File: src/rtl/hazard_ctrl_if.sv
`default_nettype none
// ============================================================================
//  Module : hazard_ctrl_if
//  Brief  : Hazard-control bundle between the ID/EX/MEM datapath and the sequencer.
//  Rev    : 1.0  initial release
// ============================================================================
interface hazard_ctrl_if #(
    parameter int CNT_W = 32
);
    logic [4:0]       id_rs_i;
    logic [4:0]       id_rt_i;
    logic             id_uses_rt_i;
    logic             idex_memRead_i;
    logic [4:0]       idex_rt_i;
    logic             branch_i;
    logic             jump_i;
    logic             mem_req_i;
    logic             mem_ready_i;
    logic             pc_write_o;
    logic             ifid_write_o;
    logic             ifid_flush_o;
    logic             idex_bubble_o;
    logic             pipe_hold_o;
    logic [CNT_W-1:0] stall_cnt_o;
    logic             timeout_o;

    modport master (
        output id_rs_i, id_rt_i, id_uses_rt_i, idex_memRead_i, idex_rt_i,
               branch_i, jump_i, mem_req_i, mem_ready_i,
        input  pc_write_o, ifid_write_o, ifid_flush_o, idex_bubble_o,
               pipe_hold_o, stall_cnt_o, timeout_o
    );

    modport slave (
        input  id_rs_i, id_rt_i, id_uses_rt_i, idex_memRead_i, idex_rt_i,
               branch_i, jump_i, mem_req_i, mem_ready_i,
        output pc_write_o, ifid_write_o, ifid_flush_o, idex_bubble_o,
               pipe_hold_o, stall_cnt_o, timeout_o
    );
endinterface
`default_nettype wire

File: src/rtl/hazard_ctrl.sv
`default_nettype none
// ============================================================================
//  Module : hazard_ctrl
//  Brief  : 5-stage pipeline sequencer: load-use bubble, branch flush, memory-wait freeze.
//  Rev    : 1.0  initial release
// ============================================================================
module hazard_ctrl #(
    parameter int TIMEOUT = 16,
    parameter int CNT_W   = 32
) (
    input  wire logic    clk_i,
    input  wire logic    rst_i,
    hazard_ctrl_if.slave bus
);
    localparam int WAIT_W = $clog2(TIMEOUT + 1);
    localparam logic [WAIT_W-1:0] c_TIMEOUT = WAIT_W'(TIMEOUT);

    typedef enum logic [1:0] {
        S_RUN      = 2'd0,
        S_MEM_WAIT = 2'd1,
        S_ERROR    = 2'd2
    } state_t;

    state_t            r_state;
    logic [WAIT_W-1:0] r_wait_cnt;
    logic [CNT_W-1:0]  r_stall_cnt;

    logic w_load_use;
    logic w_mem_stall;
    logic w_pc_write;
    logic w_ifid_write;
    logic w_ifid_flush;
    logic w_idex_bubble;
    logic w_pipe_hold;

    // $0 is hardwired zero, so a load targeting it never creates a dependency
    assign w_load_use = bus.idex_memRead_i && (bus.idex_rt_i != 5'd0) &&
                        ((bus.idex_rt_i == bus.id_rs_i) ||
                         (bus.id_uses_rt_i && (bus.idex_rt_i == bus.id_rt_i)));
    assign w_mem_stall = bus.mem_req_i && !bus.mem_ready_i;

    always_comb begin
        w_pc_write    = 1'b1;
        w_ifid_write  = 1'b1;
        w_ifid_flush  = 1'b0;
        w_idex_bubble = 1'b0;
        w_pipe_hold   = 1'b0;

        if (w_mem_stall) begin
            w_pc_write   = 1'b0;
            w_ifid_write = 1'b0;
            w_pipe_hold  = 1'b1;
        end else if (w_load_use) begin
            w_pc_write    = 1'b0;
            w_ifid_write  = 1'b0;
            w_idex_bubble = 1'b1;
        end else if (bus.branch_i || bus.jump_i) begin
            w_ifid_flush = 1'b1;
        end

        // A completing wait falls through to the normal decode above
        if ((r_state == S_ERROR) || ((r_state == S_MEM_WAIT) && !bus.mem_ready_i)) begin
            w_pc_write    = 1'b0;
            w_ifid_write  = 1'b0;
            w_ifid_flush  = 1'b0;
            w_idex_bubble = 1'b0;
            w_pipe_hold   = 1'b1;
        end

        if (rst_i) begin
            w_pc_write    = 1'b0;
            w_ifid_write  = 1'b0;
            w_ifid_flush  = 1'b0;
            w_idex_bubble = 1'b0;
            w_pipe_hold   = 1'b0;
        end
    end

    always_ff @(posedge clk_i or posedge rst_i) begin
        if (rst_i) begin
            r_state     <= S_RUN;
            r_wait_cnt  <= '0;
            r_stall_cnt <= '0;
        end else begin
            if (!w_pc_write && (r_stall_cnt != {CNT_W{1'b1}})) begin
                r_stall_cnt <= r_stall_cnt + 1'b1;
            end

            case (r_state)
                S_RUN: begin
                    if (w_mem_stall) begin
                        r_state    <= S_MEM_WAIT;
                        r_wait_cnt <= WAIT_W'(1);
                    end
                end
                S_MEM_WAIT: begin
                    if (bus.mem_ready_i) begin
                        r_state <= S_RUN;
                    end else if (r_wait_cnt == c_TIMEOUT) begin
                        r_state <= S_ERROR;
                    end else begin
                        r_wait_cnt <= r_wait_cnt + 1'b1;
                    end
                end
                S_ERROR: begin
                    r_state <= S_ERROR;
                end
                default: begin
                    r_state <= S_RUN;
                end
            endcase
        end
    end

    assign bus.pc_write_o    = w_pc_write;
    assign bus.ifid_write_o  = w_ifid_write;
    assign bus.ifid_flush_o  = w_ifid_flush;
    assign bus.idex_bubble_o = w_idex_bubble;
    assign bus.pipe_hold_o   = w_pipe_hold;
    assign bus.stall_cnt_o   = rst_i ? '0 : r_stall_cnt;
    assign bus.timeout_o     = (r_state == S_ERROR) && !rst_i;

endmodule
`default_nettype wire

File: src/flat_wrapper.sv
// flat-port wrapper written by rule: the top's interface ports become plain ports
module hazard_ctrl_flat 
#(
    parameter int TIMEOUT = 16,
    parameter int CNT_W   = 32
)
  (clk_i, rst_i, bus_id_rs_i, bus_id_rt_i, bus_id_uses_rt_i, bus_idex_memRead_i, bus_idex_rt_i, bus_branch_i, bus_jump_i, bus_mem_req_i, bus_mem_ready_i, bus_pc_write_o, bus_ifid_write_o, bus_ifid_flush_o, bus_idex_bubble_o, bus_pipe_hold_o, bus_stall_cnt_o, bus_timeout_o);
  hazard_ctrl_if #(.CNT_W(CNT_W)) bus_i ();
  input  wire logic clk_i;
  input  wire logic rst_i;
  input wire logic [$bits(bus_i.id_rs_i)-1:0] bus_id_rs_i;
  input wire logic [$bits(bus_i.id_rt_i)-1:0] bus_id_rt_i;
  input wire logic [$bits(bus_i.id_uses_rt_i)-1:0] bus_id_uses_rt_i;
  input wire logic [$bits(bus_i.idex_memRead_i)-1:0] bus_idex_memRead_i;
  input wire logic [$bits(bus_i.idex_rt_i)-1:0] bus_idex_rt_i;
  input wire logic [$bits(bus_i.branch_i)-1:0] bus_branch_i;
  input wire logic [$bits(bus_i.jump_i)-1:0] bus_jump_i;
  input wire logic [$bits(bus_i.mem_req_i)-1:0] bus_mem_req_i;
  input wire logic [$bits(bus_i.mem_ready_i)-1:0] bus_mem_ready_i;
  output wire logic [$bits(bus_i.pc_write_o)-1:0] bus_pc_write_o;
  output wire logic [$bits(bus_i.ifid_write_o)-1:0] bus_ifid_write_o;
  output wire logic [$bits(bus_i.ifid_flush_o)-1:0] bus_ifid_flush_o;
  output wire logic [$bits(bus_i.idex_bubble_o)-1:0] bus_idex_bubble_o;
  output wire logic [$bits(bus_i.pipe_hold_o)-1:0] bus_pipe_hold_o;
  output wire logic [$bits(bus_i.stall_cnt_o)-1:0] bus_stall_cnt_o;
  output wire logic [$bits(bus_i.timeout_o)-1:0] bus_timeout_o;
  assign bus_i.id_rs_i = bus_id_rs_i;
  assign bus_i.id_rt_i = bus_id_rt_i;
  assign bus_i.id_uses_rt_i = bus_id_uses_rt_i;
  assign bus_i.idex_memRead_i = bus_idex_memRead_i;
  assign bus_i.idex_rt_i = bus_idex_rt_i;
  assign bus_i.branch_i = bus_branch_i;
  assign bus_i.jump_i = bus_jump_i;
  assign bus_i.mem_req_i = bus_mem_req_i;
  assign bus_i.mem_ready_i = bus_mem_ready_i;
  assign bus_pc_write_o = bus_i.pc_write_o;
  assign bus_ifid_write_o = bus_i.ifid_write_o;
  assign bus_ifid_flush_o = bus_i.ifid_flush_o;
  assign bus_idex_bubble_o = bus_i.idex_bubble_o;
  assign bus_pipe_hold_o = bus_i.pipe_hold_o;
  assign bus_stall_cnt_o = bus_i.stall_cnt_o;
  assign bus_timeout_o = bus_i.timeout_o;
  hazard_ctrl #(.TIMEOUT(TIMEOUT), .CNT_W(CNT_W)) u_core (.clk_i(clk_i), .rst_i(rst_i), .bus(bus_i));
endmodule
File: config.mk
export PLATFORM = sky130hd
export DESIGN_NAME = hazard_ctrl_flat
export DESIGN_NICKNAME = d
export VERILOG_FILES = /design/src/rtl/hazard_ctrl_if.sv /design/src/rtl/hazard_ctrl.sv /design/src/flat_wrapper.sv
export SDC_FILE = /design/constraint.sdc
export NUM_CORES = 1
export LEC_CHECK = 0
export CORE_AREA = 4 4 72 74
export CTS_CLUSTER_SIZE = 30
export DETAILED_ROUTE_END_ITERATION = 8
export DIE_AREA = 0 0 76 78
export HOLD_SLACK_MARGIN = 0.06
export PLACE_DENSITY = 0.87
export SETUP_SLACK_MARGIN = 0.02
export SLEW_MARGIN = 25
export SYNTH_ARGS = -nofsm -noshare
export SYNTH_HDL_FRONTEND = slang
export SYNTH_SLANG_ARGS = --single-unit
File: constraint.sdc
create_clock -name clk_i -period 6.65 [get_ports clk_i]
set_input_delay 1.33 -clock clk_i [delete_from_list [all_inputs] [get_ports clk_i]]
set_output_delay 1.33 -clock clk_i [all_outputs]
set_load 0.01 [all_outputs]
Word-level counts from Yosys, hierarchy flattened
Index checks and enable logic that the tools add are counted.
- $add $sub $neg: 2
- eq/ne operators: 10
- muxes and demuxes: 25
- reduce and logical (&&, ||, !) cells: 18
- operators with widths (cell ; number):
    32-bit by 1-bit adder with 32-bit output (second input constant) ; 1
    32-bit 2-to-1 mux ; 1
    32-bit inequality test (second input constant) ; 1
    1-bit 2-to-1 mux ; 16
    5-bit 2-to-1 mux ; 3
    5-bit equality test ; 2
    5-bit one-hot mux with 2 select lines ; 1
    1-bit logical AND ; 7
    2-bit 2-to-1 mux ; 3
    2-bit one-hot mux with 3 select lines ; 1
    5-bit by 1-bit adder with 5-bit output (second input constant) ; 1
    5-bit equality test (second input constant) ; 1
    5-bit nonzero test ; 1
    2-bit inequality test (second input constant) ; 2
    4-bit AND reduction ; 1
    1-bit zero test ; 3
    1-bit logical OR ; 3
    3-bit inequality test (second input constant) ; 1
    2-bit by 1-bit equality test with 1-bit output (second input constant) ; 1
    2-bit equality test (second input constant) ; 1
    2-bit zero test ; 1
    2-bit by 1-bit inequality test with 1-bit output (second input constant) ; 1
    2-bit AND reduction ; 1
    2-bit nonzero test ; 1
- bits in registers: 39
- logic and storage cells: 58

Logic depth before layout (Yosys ltp)
Gate-level depths: netlist (run 1).
- depth after elaboration: 10
- mapped depth: 9

Least setup slack after synthesis (run 1)
No wires, ideal clock.
- kind: input port to output port
- from: in rst_i
- to: out bus_ifid_flush_o
- arrival time: 3098 ps
- required time: 5320 ps
- slack: 2222 ps
- stages: 6
- buffers on the path: 2
- cell sequence: inv_1 > o211ai_1 > a21o_1 > buf_4 > buf_4 > nor2_1
- cells in the longest elaborated chain, start to end: 1
- ends and longest elaborated chain (item ; line ; text):
    start: declaration ; flat_wrapper.sv:10 ; input wire logic rst_i;
    1-bit 2-to-1 mux ; hazard_ctrl.sv:70 ; if (rst_i) begin
    end: declaration ; flat_wrapper.sv:22 ; output wire logic [$bits(bus_i.ifid_flush_o)-1:0] bus_ifid_flush_o;
No other way between the ends.

Final worst setup path (run 1)
- from: in bus_idex_rt_i[0]
- to: out bus_ifid_write_o
- cells in the longest elaborated chain, start to end: 8
- elaborated cells on any way between the ends: 11
- ends and longest elaborated chain (item ; line ; text):
    start: declaration ; flat_wrapper.sv:15 ; input wire logic [$bits(bus_i.idex_rt_i)-1:0] bus_idex_rt_i;
    5-bit equality test ; hazard_ctrl.sv:39 ; (bus.id_uses_rt_i && (bus.idex_rt_i == bus.id_rt_i)));
    1-bit logical AND ; hazard_ctrl.sv:39 ;
    1-bit logical OR ; hazard_ctrl.sv:38 ; ((bus.idex_rt_i == bus.id_rs_i) ||
    1-bit logical AND (*) ; hazard_ctrl.sv:37 ; assign w_load_use = bus.idex_memRead_i && (bus.idex_rt_i != 5'd0) &&
    1-bit 2-to-1 mux (*) ; hazard_ctrl.sv:53 ; end else if (w_load_use) begin
    1-bit 2-to-1 mux (*) ; hazard_ctrl.sv:49 ; if (w_mem_stall) begin
    1-bit 2-to-1 mux (*) ; hazard_ctrl.sv:62 ; if ((r_state == S_ERROR) || ((r_state == S_MEM_WAIT) && !bus.mem_ready_i)) begin
    1-bit 2-to-1 mux (*) ; hazard_ctrl.sv:70 ;
    end: declaration ; flat_wrapper.sv:21 ; output wire logic [$bits(bus_i.ifid_write_o)-1:0] bus_ifid_write_o;
Every way passes the cells marked *; elsewhere a longest branch is shown, timed or not.

==> results.md, run 1 <==
- Layout cells sized above 1: 6.71%
- Clock skew: 0.00763 ns
- Req. time, crit path: 5.32 ns
- Fin. Hold Viols: 0
- Mean Syn Cell Area: 9.86 um2
- Initial antenna violation count: 0
- WL/cell: 14.2 um
- FFs w/ async S/R, synth: 100%
- Bufs on Longest Clock Path: 2
- Non-Filler Instances: 352
- Fillcell total: 384
- H-tree levels: 2
- Fin crit share: 78.7%
- Max Transition Viols Final: 0
- CP Launch Type: primary input
- Worst R2R Path Depth: 7
- Share of the synthesized area in the top cell type: 41.4%
- HP Start: u_core.r_stall_cnt[27]$_DFFE_PP0P_
- Worst hold path endpoint: u_core.r_stall_cnt[27]$_DFFE_PP0P_
- Max rail drop VDD: 0.000130 V
- Mapped cell area: 2360 um2
- WP data arrival: 3.90 ns
- CTS tree: done
- Pwr Total: 0.596 mW
- Slowest library cell on the worst path: clkdlybuf4s50_1
- CP max FO: 26
- Row cnt: 25
- Die span in y: 78 um
- WL final: 5.00 mm
- Setup crit end kind: output pin
- Worst-path clk slew: 0.06 ns
- DP Cell Count: 346
- Main synth FF type: dfrtp_1
- Clock latency on the worst-skew pair: 0.28 ns
- Max-Cap Viols: 0
- Synth cell types: 37
- IO Port Bufs: 60
- Avg Vias per Cell: 5.43
- CTS buffer count: 5
- Total gr overflow: 0
- Resized cells post-CTS: 0
- Worst Tran Pin Value: 0.915 ns
- DR iter-0 viols: 82
- CP most frequent cell: clkdlybuf4s50_1
- Final nets: 325
- RSZ-0062 raised after global routing: false
- Max-slew headroom: 39.0%
- Endpoints failing setup: 0
- Hold slack final: 0.490 ns
- Critical path type: primary input to output pin
- Root Buffer: clkbuf_8
- Worst hold-check path type: flip-flop to flip-flop
- CORE AREA: 4600 um2
- CP peak stage delay: 0.58 ns
- Min cycle time layout: 5.23 ns
- # IOs: 61
- Detail Route Antenna Nets: 0
- Synth warn: 0
- Initial Utilization: 51.2%
- Routability cong.: 0.770
- First-pass GRT wire length: 8.76 mm
- R2R Setup Slk: 4.04 ns
- TritonRoute pass-1 iters: 4
- Synth area leaders: dfrtp_1, xnor2_1, nor2b_1
- # DRC: 0
- Achievable Freq: 191 MHz
- Flops & latches, synth: 39
- Die area: 5930 um2
- FF-to-FF End: u_core.r_stall_cnt[29]$_DFFE_PP0P_
- Pwr Density: 196 nW/um2
- Area growth syn-to-layout: 29.2%
- Hold Buf Count CTS: 0
- Number of global-route vias before repair: 1,921
- Total GRT Usage: 17.9%
- Post-synthesis net count: 265
- Post-CTS Setup Bufs: 0
- # clock sinks: 39
- Diodes inserted: 0
- Post-DP HPWL: 3.74 mm
- Static leakage power: 1.18 nW
- DR vias: 1,910
- Pin count of the biggest net entering global routing: 40
- Die Wd: 76 um
- Status: complete, no violations
- Sequential area share after synthesis: 41.4%
- Total Neg Setup Slack: 0 ns
- Number of synthesized flops with an enable pin: 0
- Reg2reg start: u_core.r_state[1]$_DFFE_PP0P_
- Hold path cells: 1
- Cells along the critical path: clkdlybuf4s50_1 > or4_1 > o21a_1 > a21o_1 > inv_2 > clkdlybuf4s50_1
- Area leader, netlist: dfrtp_1
- Post-Syn Instances: 239
==> power by group <==
group	internal [mW]	total [mW]	switching, mW
Combinational	0.0875	0.155	0.0680
Clock	0.0698	0.142	0.0717
Sequential	0.266	0.299	0.0337
Total	0.423	0.596	0.173
==> cell usage after synthesis (2+ instances only) <==
library cell,n
and2_1,5
and3_1,6
and4_1,2
buf_4,3
buf_6,3
clkbuf_1,3
dfrtp_1,39
ha_1,3
inv_1,4
nand2_1,12
nand2b_1,3
nand3_1,7
nand3_2,4
nand3b_2,2
nand4_1,22
nor2_1,18
nor2b_1,34
nor3_1,2
nor3_2,2
nor4_1,3
nor4b_2,2
o21a_1,2
o21ai_0,2
xnor2_1,34
xor2_1,10
==> cell type report <==
type                       count  area, um2  share of cell area, %
clock buffer                   6       72.6                   2.38
multi-input combinational    186       1290                   42.5
tap                           54       67.6                   2.22
sequential                    39        976                   32.1
timing repair buffer          62        616                   20.2
inverter                       5       18.8                  0.617
==> through the flow <==
step | area (um2) | setup slack (ns) | utilization (%)
3_3_place_gp | 2970 | 1.46 | 64.6
3_5_place_dp | 2970 | 1.40 | 64.6
4_1_cts | 3040 | 1.42 | 66.2
6_report | 3040 | 1.42 | 66.2
5_1_grt | 3040 | 1.26 | 66.2
2_1_floorplan | 2360 | 2.22 | -
==> critical path: cells and delay by family <==
kind / cells / cell delay, ns
buffers and inverters: 3 / 1.35
AND/OR/NAND/NOR: 1 / 0.54
AO/OA/AOI/OAI: 2 / 0.69
==> per-layer routing <==
metal / global-route usage (%) / share of wire (%)
met4: 4.45 / 1.0
met2: 29.6 / 47
met3: 5.22 / 6.1
met1: 22.9 / 46
met5: 0 / 0
==> layout by cell type (no fill, tap or decap), drive strengths merged, types with 2 or more instances in the layout <==
cell type	n
nand2b	3
ha	3
o21ai	2
nand3	11
and4	2
dfrtp	39
xor2	10
nor3	4
o21a	2
and2	5
nor4b	3
nand3b	3
nor2b	34
clkdlybuf4s50	60
clkbuf	6
nand4	23
xnor2	34
inv	5
nor4	3
and3	6
buf	2
nor2	18
nand2	12
==> logic make-up (layout without fill, tap and decap cells) <==
kind of cell | after synthesis | count (layout) | synth area share (%)
multiplexers | 2 | 2 | 0.903
AO/OA/AOI/OAI | 7 | 7 | 1.97
AND/OR/NAND/NOR | 130 | 130 | 34.1
flip-flops | 39 | 39 | 41.4
buffers and inverters | 14 | 73 | 3.66
adder cells (fa/ha/maj) | 3 | 3 | 1.59
XOR/XNOR | 44 | 44 | 16.4
==> sequential cells by signal (all words and copies together), names as in the netlist <==
signal,flops
u_core.r_stall_cnt,32
u_core.r_wait_cnt,5
u_core.r_state,2
==> worst max-delay path by stage <==
stage	endpoint	cells after the start	slack, ns	startpoint
2_1_floorplan	bus_ifid_flush_o	6	2.22	rst_i
3_3_place_gp	bus_pc_write_o	6	1.46	bus_idex_rt_i[0]
3_5_place_dp	bus_ifid_write_o	6	1.40	bus_idex_rt_i[0]
4_1_cts	bus_ifid_write_o	6	1.42	bus_idex_rt_i[0]
5_1_grt	bus_ifid_write_o	7	1.26	bus_idex_rt_i[1]
6_report	bus_ifid_write_o	6	1.42	bus_idex_rt_i[0]
(Power assumes the default switching activity.)
==> run 2: changes to the inputs <==
--- a/config.mk
+++ b/config.mk
@@ -5,12 +5,12 @@
 export SDC_FILE = /design/constraint.sdc
 export NUM_CORES = 1
 export LEC_CHECK = 0
-export CORE_AREA = 4 4 72 74
+export CORE_AREA = 4 4 75 77
 export CTS_CLUSTER_SIZE = 30
 export DETAILED_ROUTE_END_ITERATION = 8
-export DIE_AREA = 0 0 76 78
+export DIE_AREA = 0 0 79 81
 export HOLD_SLACK_MARGIN = 0.06
-export PLACE_DENSITY = 0.87
+export PLACE_DENSITY = 0.81
 export SETUP_SLACK_MARGIN = 0.02
 export SLEW_MARGIN = 25
 export SYNTH_ARGS = -nofsm -noshare
==> constraint.sdc (replaced) <==
create_clock -name clk_i -period 5.25 [get_ports clk_i]
set_input_delay 1.05 -clock clk_i [delete_from_list [all_inputs] [get_ports clk_i]]
set_output_delay 1.05 -clock clk_i [all_outputs]
set_load 0.01 [all_outputs]
==> run 2 against run 1 <==
Against the previous run:
- clock skew decreased by 0.0014 ns
- clock power increased by 33%
- utilization decreased by 4.7 points
- global-route usage decreased by 0.43 points
- non-clock buffer count increased by 1
- total power increased by 28%
- cell count increased by 5.4%
- die area increased by 7.9%
- first-iteration DRC count decreased by 41%
- highest routed layer unchanged
- worst setup slack got worse by 0.65 ns
- routed wire length decreased by 0.12%
==> results.md, run 2 (synthesis gave the netlist of run 1 again) <==
- Status: complete, no violations
- Max-slew headroom: 48.3%
- Sw frac: 29.1%
- Worst hold path endpoint: u_core.r_stall_cnt[27]$_DFFE_PP0P_
- Clock latency on the worst-skew pair: 0.29 ns
- Final nets: 326
- Cells along the critical path: clkdlybuf4s50_1 > or4_1 > o21a_1 > a21o_1 > buf_4 > nor2_1 > clkdlybuf4s50_1
- First-pass GRT wire length: 8.94 mm
- Area growth syn-to-layout: 30.7%
- Clock skew: 0.00626 ns
- Endpoints failing setup: 0
- H-tree levels: 2
- Total gr overflow: 0
- Switching power: 0.222 mW
- CTS buffer count: 5
- WL final: 5.00 mm
- FF-to-FF End: u_core.r_stall_cnt[1]$_DFFE_PP0P_
- M1 WL: 2.33 mm
- Total Neg Setup Slack: 0 ns
- TritonRoute pass-1 iters: 4
- CP max FO: 18
- CORE AREA: 5010 um2
- Pin count of the biggest net entering global routing: 40
- Worst hold-check path type: flip-flop to flip-flop
- DR iter-0 viols: 48
- Family with the most delay on the worst path: buffers and inverters
- Req. time, crit path: 4.20 ns
- Sequential Power Share: 49.6%
- # DRC: 0
- Clock power frac: 24.7%
- # clock sinks: 39
- Static leakage power: 1.19 nW
- Largest registers: u_core.r_stall_cnt: 32 flops, u_core.r_wait_cnt: 5 flops, u_core.r_state: 2 flops
- WL/cell: 13.5 um
- WP data arrival: 3.43 ns
- Min cycle time layout: 4.48 ns
- Top reg by flops: u_core.r_stall_cnt
- Initial antenna violation count: 0
- Achievable Freq: 223 MHz
- Critical path type: primary input to output pin
- Most frequent cells in the layout: clkdlybuf4s50_1, dfrtp_1, xnor2_1, nor2b_1, nand4_1
- DR vias: 1,919
- Routed wl met3: 334 um
- Setup WS post-layout: 0.767 ns
- Row cnt: 26
- Die area: 6400 um2
- # IOs: 61
- Hold path cells: 1
- Worst setup startpoint: bus_idex_rt_i[0]
- Die span in y: 81 um
- Max rail drop VDD: 0.000143 V
- Layout cells sized above 1: 7.31%
- RSZ-0062 raised after global routing: false
- Number of global-route vias before repair: 1,940
- Total GRT Usage: 17.5%
- Routability cong.: 0.792
- Pwr Total: 0.763 mW
- CP peak stage delay: 0.54 ns
- Worst Tran Pin Value: 0.776 ns
- Resized cells post-CTS: 0
- Hold slack final: 0.486 ns
- CP Launch Type: primary input
- Fin. Hold Viols: 0
- IO Port Bufs: 60
- Max-Cap Viols: 0
- Highest metal used: met4
- Setup crit end kind: output pin
- Worst R2R Path Depth: 7
- DP Worst Slack: 0.794 ns
- Hold Buf Count CTS: 0
- Max Transition Viols Final: 0
- Pwr Density: 248 nW/um2
- Die Wd: 79 um
- Post-DP HPWL: 3.64 mm
- CTS tree: done
- Power Internal: 0.541 mW
- HP Start: u_core.r_stall_cnt[27]$_DFFE_PP0P_
- R2R Setup Slk: 2.78 ns
- Reg2reg start: u_core.r_stall_cnt[0]$_DFFE_PP0P_
- CP most frequent cell: clkdlybuf4s50_1
- Avg Vias per Cell: 5.17
- Comb pwr share: 25.6%
- Root Buffer: clkbuf_8
- Worst-path clk slew: 0.07 ns
- Diodes inserted: 0
- Critical path buffer and inverter count: 3
- Met2 wire length: 2.29 mm
- Commonest non-fill, non-tap cell in the layout: clkdlybuf4s50_1
- Detail Route Antenna Nets: 0
- Post-CTS Setup Bufs: 0
- Bufs on Longest Clock Path: 2
- Slowest library cell on the worst path: or4_1
- Initial Utilization: 47.0%
- Number of flip-flops in the largest register: 32
- Fin crit share: 85.4%
run 2: changes by cell type in the layout (fill, tap and decap cells not counted):
cell      before  now
buf_4          2    3
clkbuf_1       1    2
clkinv_2       0    1
run 2: final cells by class:
type	count	area [um2]
Timing Repair Buffer	63	623
Clock buffer	7	76.3
Tap cell	70	87.6
Fill cell	452	1930
Multi-Input combinational cell	186	1290
Clock inverter	1	5.00
Inverter	5	18.8
Sequential cell	39	976
run 2: routing by layer:
layer	vias to the layer above	global-route usage (%)
li1	935	-
met1	918	23.5
met2	62	27.2
met3	4	5.32
met4	0	5.15
met5	-	0
run 2: worst max path at each step:
| stage | endpoint | slack [ns] | depth (start not counted) |
|---|---|---|---|
| after global placement | bus_ifid_flush_o | 0.79 | 7 |
| after floorplan | bus_ifid_flush_o | 1.38 | 6 |
| after CTS | bus_ifid_flush_o | 0.77 | 7 |
| final | bus_ifid_flush_o | 0.77 | 7 |
| after detailed placement | bus_ifid_flush_o | 0.79 | 7 |
| after global routing | bus_ifid_flush_o | 0.63 | 7 |
run 2: power by group through the flow:
stage	combinational, mW	clock [mW]	sequential, mW
global route	0.220	0.208	0.385
floorplan	0.127	0	0.373
finish	0.196	0.189	0.379
global placement	0.194	0	0.384
detailed placement	0.199	0	0.385
CTS	0.199	0.195	0.379
run 2: per-stage QoR:
step,utilization (%),instances,area [um2]
floorplan,-,239,2360
global placement,59.9,363,3000
detailed placement,59.9,363,3000
CTS,61.5,371,3080
global route,61.5,371,3080
finish,61.5,371,3080
==> run 3: changes to the inputs <==
--- a/config.mk
+++ b/config.mk
@@ -9,8 +9,9 @@
 export CTS_CLUSTER_SIZE = 30
 export DETAILED_ROUTE_END_ITERATION = 8
 export DIE_AREA = 0 0 79 81
+export GPL_ROUTABILITY_DRIVEN = 0
 export HOLD_SLACK_MARGIN = 0.06
-export PLACE_DENSITY = 0.81
+export PLACE_DENSITY = 0.85
 export SETUP_SLACK_MARGIN = 0.02
 export SLEW_MARGIN = 25
 export SYNTH_ARGS = -nofsm -noshare
==> run 3 against run 2 <==
Against the previous run:
- via count shrank 0.57%
- combinational power hardly changed
- register-to-register slack lost 0.05 ns
- clock skew decreased by 0.0033 ns
- clock power increased by 5%
- die area did not move
- final area up 0.20%
==> results.md, run 3 (synthesis gave the netlist of run 1 again) <==
- Clock latency on the worst-skew pair: 0.28 ns
- Commonest non-fill, non-tap cell in the layout: clkdlybuf4s50_1
- Root Buffer: clkbuf_8
- Critical path type: primary input to output pin
- Max rail drop VDD: 0.000175 V
- Area growth syn-to-layout: 31.0%
- DR iter-0 viols: 100
- DP Worst Slack: 0.855 ns
- CP max FO: 10
- Post-DP HPWL: 3.89 mm
- H-tree levels: 2
- Static leakage power: 1.19 nW
- Most frequent cells in the layout: clkdlybuf4s50_1, dfrtp_1, xnor2_1, nor2b_1, nand4_1
- Fin. Hold Viols: 0
- Total gr overflow: 0
- Top reg by flops: u_core.r_stall_cnt
- DR vias: 1,908
- WP data arrival: 3.34 ns
- Initial antenna violation count: 0
- IO Port Bufs: 60
- CP most frequent cell: clkdlybuf4s50_1
- CTS buffer count: 5
- DP Cell Count: 363
- # clock sinks: 39
- Endpoints failing setup: 0
- WL/cell: 14.1 um
- RSZ-0062 raised after global routing: false
- Worst hold-check path type: flip-flop to flip-flop
- Cells along the critical path: clkdlybuf4s50_1 > or4_1 > o21a_1 > a21o_1 > inv_2 > clkdlybuf4s50_1
- Final nets: 326
- Setup crit end kind: output pin
- Slowest library cell on the worst path: clkdlybuf4s50_1
- Fillcell total: 444
- Status: complete, no violations
- Achievable Freq: 228 MHz
- Design Area, Final: 3090 um2
- Min cycle time layout: 4.39 ns
- Placed cell areas: 3000 um2
- Worst Tran Pin Value: 0.780 ns
- Critical path buffer and inverter count: 3
- Largest registers: u_core.r_stall_cnt: 32 flops, u_core.r_wait_cnt: 5 flops, u_core.r_state: 2 flops
- CTS tree: done
- Pin count of the biggest net entering global routing: 40
- Total GRT Usage: 17.4%
- CORE AREA: 5010 um2
- Bufs on Longest Clock Path: 2
- Avg Vias per Cell: 5.16
- Row cnt: 26
- Max Transition Viols Final: 0
- First-pass GRT wire length: 8.87 mm
- Family with the most delay on the worst path: buffers and inverters
- Number of flip-flops in the largest register: 32
- # IOs: 61
- Initial Utilization: 47.0%
- Layout cells sized above 1: 7.67%
- TritonRoute pass-1 iters: 4
- Pwr Density: 252 nW/um2
- Resized cells post-CTS: 0
- Total Neg Setup Slack: 0 ns
- Setup WS post-layout: 0.856 ns
- CP peak stage delay: 0.57 ns
- Worst-path clk slew: 0.07 ns
- Die area: 6400 um2
- WL final: 5.21 mm
- Util after Layout: 61.6%
- Number of global-route vias before repair: 1,936
- Diodes inserted: 0
- Detail Route Antenna Nets: 0
- Req. time, crit path: 4.20 ns
- Die span in y: 81 um
- Non-Filler Instances: 370
- # DRC: 0
- R2R Setup Slk: 2.73 ns
- Clock skew: 0.00300 ns
- Max-slew headroom: 48.0%
- CP Launch Type: primary input
- Die Wd: 79 um
- Post-CTS Setup Bufs: 0
- Fin crit share: 83.7%
- Hold Buf Count CTS: 0
- Max-Cap Viols: 0
-- run 3: changes by cell type in the layout (fill, tap and decap cells not counted), sizes merged --
cell	change
clkbuf	-1
-- run 3: path summary, 6_finish.rpt --
path                                               startpoint                                 end  depth (start not counted)
setup / recovery                             bus_idex_rt_i[3]                      bus_pc_write_o                          6
hold / removal             u_core.r_stall_cnt[27]$_DFFE_PP0P_  u_core.r_stall_cnt[27]$_DFFE_PP0P_                          1
setup reg to reg            u_core.r_stall_cnt[0]$_DFFE_PP0P_   u_core.r_stall_cnt[1]$_DFFE_PP0P_                          7
hold reg to reg            u_core.r_stall_cnt[27]$_DFFE_PP0P_  u_core.r_stall_cnt[27]$_DFFE_PP0P_                          1
max in group asynchronous                               rst_i       u_core.r_state[0]$_DFFE_PP0P_                          3
min in group asynchronous                               rst_i       u_core.r_state[1]$_DFFE_PP0P_                          3
-- run 3: layout make-up --
type	count	area [um2]	area share [%]
clock buffer	6	82.6	2.68
clock inverter	1	5.00	0.162
inverter	5	18.8	0.608
multi-input combinational	186	1290	41.9
sequential	39	976	31.6
tap	70	87.6	2.84
timing repair buffer	63	623	20.2
-- run 3: per-layer routing --
layer / global-route usage, % / share of wire (%) / up-vias
li1: - / - / 932
met1: 21.4 / 44 / 911
met2: 29.6 / 47 / 57
met3: 5.21 / 7.7 / 8
met4: 4.98 / 1.3 / 0
met5: 0 / 0 / -
-- run 3: power by group --
group / total (mW) / switching (mW) / internal [mW] / leakage, nW
registers: 0.381 / 0.0444 / 0.336 / 0.500
logic: 0.198 / 0.0861 / 0.111 / 0.644
clock network: 0.198 / 0.0952 / 0.103 / 0.0470
-- run 3: metrics by stage --
stage	power, mW	hold WS, ns
finish	0.776	0.489
global placement	0.579	0.469
CTS	0.787	0.489
floorplan	0.501	0.448
global route	0.823	0.502
detailed placement	0.587	0.480
